$ cat config.mk
export PLATFORM = sky130hd
export DESIGN_NAME = fsabc_func
export DESIGN_NICKNAME = d
export VERILOG_FILES = /design/src/rtl/fsabc_func.sv
export SDC_FILE = /design/constraint.sdc
export NUM_CORES = 1
export LEC_CHECK = 0
export ABC_AREA = 1
export CAP_MARGIN = 20
export CORE_AREA = 5 5 42 44
export DETAILED_ROUTE_END_ITERATION = 6
export DIE_AREA = 0 0 47 49
export DONT_BUFFER_PORTS = 1
export GPL_TIMING_DRIVEN = 0
export HOLD_SLACK_MARGIN = 0.05
export PLACE_DENSITY = 0.3
export SKIP_LAST_GASP = 1
export SLEW_MARGIN = 40
export SYNTH_ARGS = -nofsm -noshare
export SYNTH_HDL_FRONTEND = slang
export SYNTH_SLANG_ARGS = --single-unit
$ cat constraint.sdc
create_clock -name clk -period 1.87 [get_ports clk]
set_input_delay 0.561 -clock clk [delete_from_list [all_inputs] [get_ports clk]]
set_output_delay 0.561 -clock clk [all_outputs]
set_load 0.05 [all_outputs]
$ cat src/rtl/fsabc_func.sv
// Registered full-adder evaluator: sum, carry and a one-cycle strobe on every sum toggle.
// All three outputs are flops; nothing reaches the outputs combinationally.
module fsabc_func (
    input  logic clk,
    input  logic rst,
    input  logic A,
    input  logic B,
    input  logic C,
    output logic F,
    output logic CO,
    output logic CHG
);

    logic sum_nxt;
    logic carry_nxt;

    always_comb begin
        sum_nxt   = A ^ B ^ C;
        carry_nxt = (A & B) | (A & C) | (B & C);
    end

    // CHG compares the incoming sum against the currently registered F
    always_ff @(posedge clk) begin
        if (rst) begin
            F   <= 1'b0;
            CO  <= 1'b0;
            CHG <= 1'b0;
        end else begin
            F   <= sum_nxt;
            CO  <= carry_nxt;
            CHG <= sum_nxt ^ F;
        end
    end

endmodule

==> run metrics <==
reg2reg path depth=3; layout cells sized above 1=17.6%; register area=60.1 µm²; Pwr per Cell Area=1390 nW/µm²; core outline area=roughly 1400 µm²; FF-to-FF End=CHG; CTS tree=built; total power=224 µW; Syn Area/Cell=8.85 µm²; Critical Path RT=around 1.3 ns; cells after synthesis=13; final setup violation count=0; status=finished, final reports clean; CP Data Arrival Time=0.90 ns; Ports=8; first-pass GRT wire length=517 µm; WS Path Type=reg2out; P_sw=~67 µW; # fillers=177; largest net degree at the start of global routing=4; Ys Warns=0; endpoint type of the worst setup path=primary output; Port-buffer cells=0; row cnt=14; logic gate share of total power=5.9%; Hold Crit Endpoint=F; syn_nets=19; compound-cell area share of the yosys netlist=4.35%; #FFs+latches synth=3; Vias=88; HP Start=rst; cell leakage power=just over 0.08 nW; post-CTS setup repair buffer count=0; number of global-route vias before repair=approximately 110; clock buffer count from CTS=3; Hold Buf Count CTS=0; area grow syn2layout=40.2%; Hold Crit Class=in2reg; r2r startpoint=F; Reg2Reg Setup Slack=0.87 ns; Die W=about 47 µm; Max Cap Viol=0; Nets=24; VDD IR max=300 µV; Worst slew margin=62.3%; GRT Overall Usage=3.81%; Initial DRC Count=0; post-synthesis cell type count=6; Cell Area, Synth=115 µm²; ant diodes=0; fmax=684 MHz; Worst-path clk slew=0.04 ns; dpl hpwl=236 µm; WL/cell=8.70 µm; xor-xnor portion of the synthesized cell area=0%; CP Launch Type=register; clock sinks=3; Initial Util=8.21%; initial antenna violation count=0; setup TNS=0 ns; switching share of power=29.9%; Synth Area in Simple Gates=about an eighth; largest family of logic cells by synthesized area=adder cells; fin crit period=about 1.5 ns; CTS-repair resized insts=0; mux cell area share after synthesis=0%; final hold viol count=0; post-synthesis adder-cell area fraction=17.4%; final slew viol count=0; area of the multi-input gates=40.0 µm²; DRC errors left=0; internal power=157 µW; Worst Hold Depth=1; gr ovfl total=0; die height=49 µm; GPL Wtd Cong=0.619; most frequent cells in the layout=inv_1 (4), dfxtp_1 (3), nor2_1 (3), clkbuf_4 (3); antenna viol nets, final=0; Worst Max-Slew Pin Slew=0.565 ns; sequential area share after synthesis=a little over half; RSZ-0062 raised after global routing=false; maximum clock path buffer count=2; Max H-tree Level=1; Clock Root Buffer=clkbuf_4; DRT Pass-1 Iters=1; worst-skew pair later-pin latency=0.23 ns; die area=approximately 2300 µm²; CP Max Fanout=3; Reg power frac=between 40% and 50%; clock power share=49.9%; fin crit share=78.2%; worst-case clock skew=0.00352 ns; Detailed Route WL=287 µm; vias per std cell=around 2.7; leading cell type in the layout, fill and taps excluded=inv_1
==> worst max path at each step <==
| stage | startpoint | endpoint | slack (ns) | depth (start not counted) |
|---|---|---|---|---|
| final | F | F | 0.41 | 0 |
| after global routing | F | F | 0.35 | 0 |
| after CTS | F | F | 0.39 | 0 |
| after detailed placement | A | CHG | 0.45 | 4 |
| after global placement | A | CHG | 0.48 | 4 |
| after floorplan | A | CHG | 0.49 | 4 |
==> cell type report <==
cell class | instances | share of cell area, %
flip-flops and latches | 3 | 37.2
multi-input cells | 6 | 24.8
inverters | 4 | 9.30
clock buffers | 4 | 16.3
well taps | 16 | 12.4
==> cells by family after synthesis <==
logic type,count (synthesis)
adder cells (fa/ha/maj),1
buffers and inverters,4
AND/OR/NAND/NOR,4
AO/OA/AOI/OAI,1
flip-flops,3
==> cell usage after synthesis <==
cell	n	area share, %
fa_1	1	17
nand2_1	1	3.3
dfxtp_1	3	52
inv_1	4	13
nor2_1	3	9.8
o21ai_1	1	4.3
==> flip-flops by register name (all words and copies together) (netlist names) <==
signal / flops
F: 1
CO: 1
CHG: 1
==> stage by stage <==
stage | area, µm² | hold slack (ns) | instances | setup slack (ns) | util, %
2_1_floorplan | 115 | 0.633 | 13 | 0.495 | -
3_3_place_gp | 135 | 0.633 | 29 | 0.479 | 9.64
3_5_place_dp | 135 | 0.638 | 29 | 0.450 | 9.64
4_1_cts | 161 | 0.391 | 33 | 0.387 | 11.5
5_1_grt | 161 | 0.378 | 33 | 0.354 | 11.5
6_report | 161 | 0.399 | 33 | 0.408 | 11.5
==> power groups by stage <==
stage / Sequential, mW / Combinational (mW) / Clock (mW)
after detailed placement: 0.101 / 0.0136 / 0
after floorplan: 0.0980 / 0.0111 / 0
after global routing: 0.100 / 0.0172 / 0.132
final: 0.0989 / 0.0133 / 0.112
after CTS: 0.0997 / 0.0136 / 0.118
after global placement: 0.100 / 0.0120 / 0
==> layer usage <==
layer | wire length, µm | global-route usage, % | part of all wire (%) | vias up
met1 | 116 | 3.09 | 40 | 36
met4 | 0 | 2.76 | 0 | 0
met2 | 82 | 2.94 | 29 | 8
li1 | - | - | - | 44
met5 | 0 | 0 | 0 | -
met3 | 88 | 7.75 | 31 | 0
Note: power is estimated with default switching activity, not from simulation.
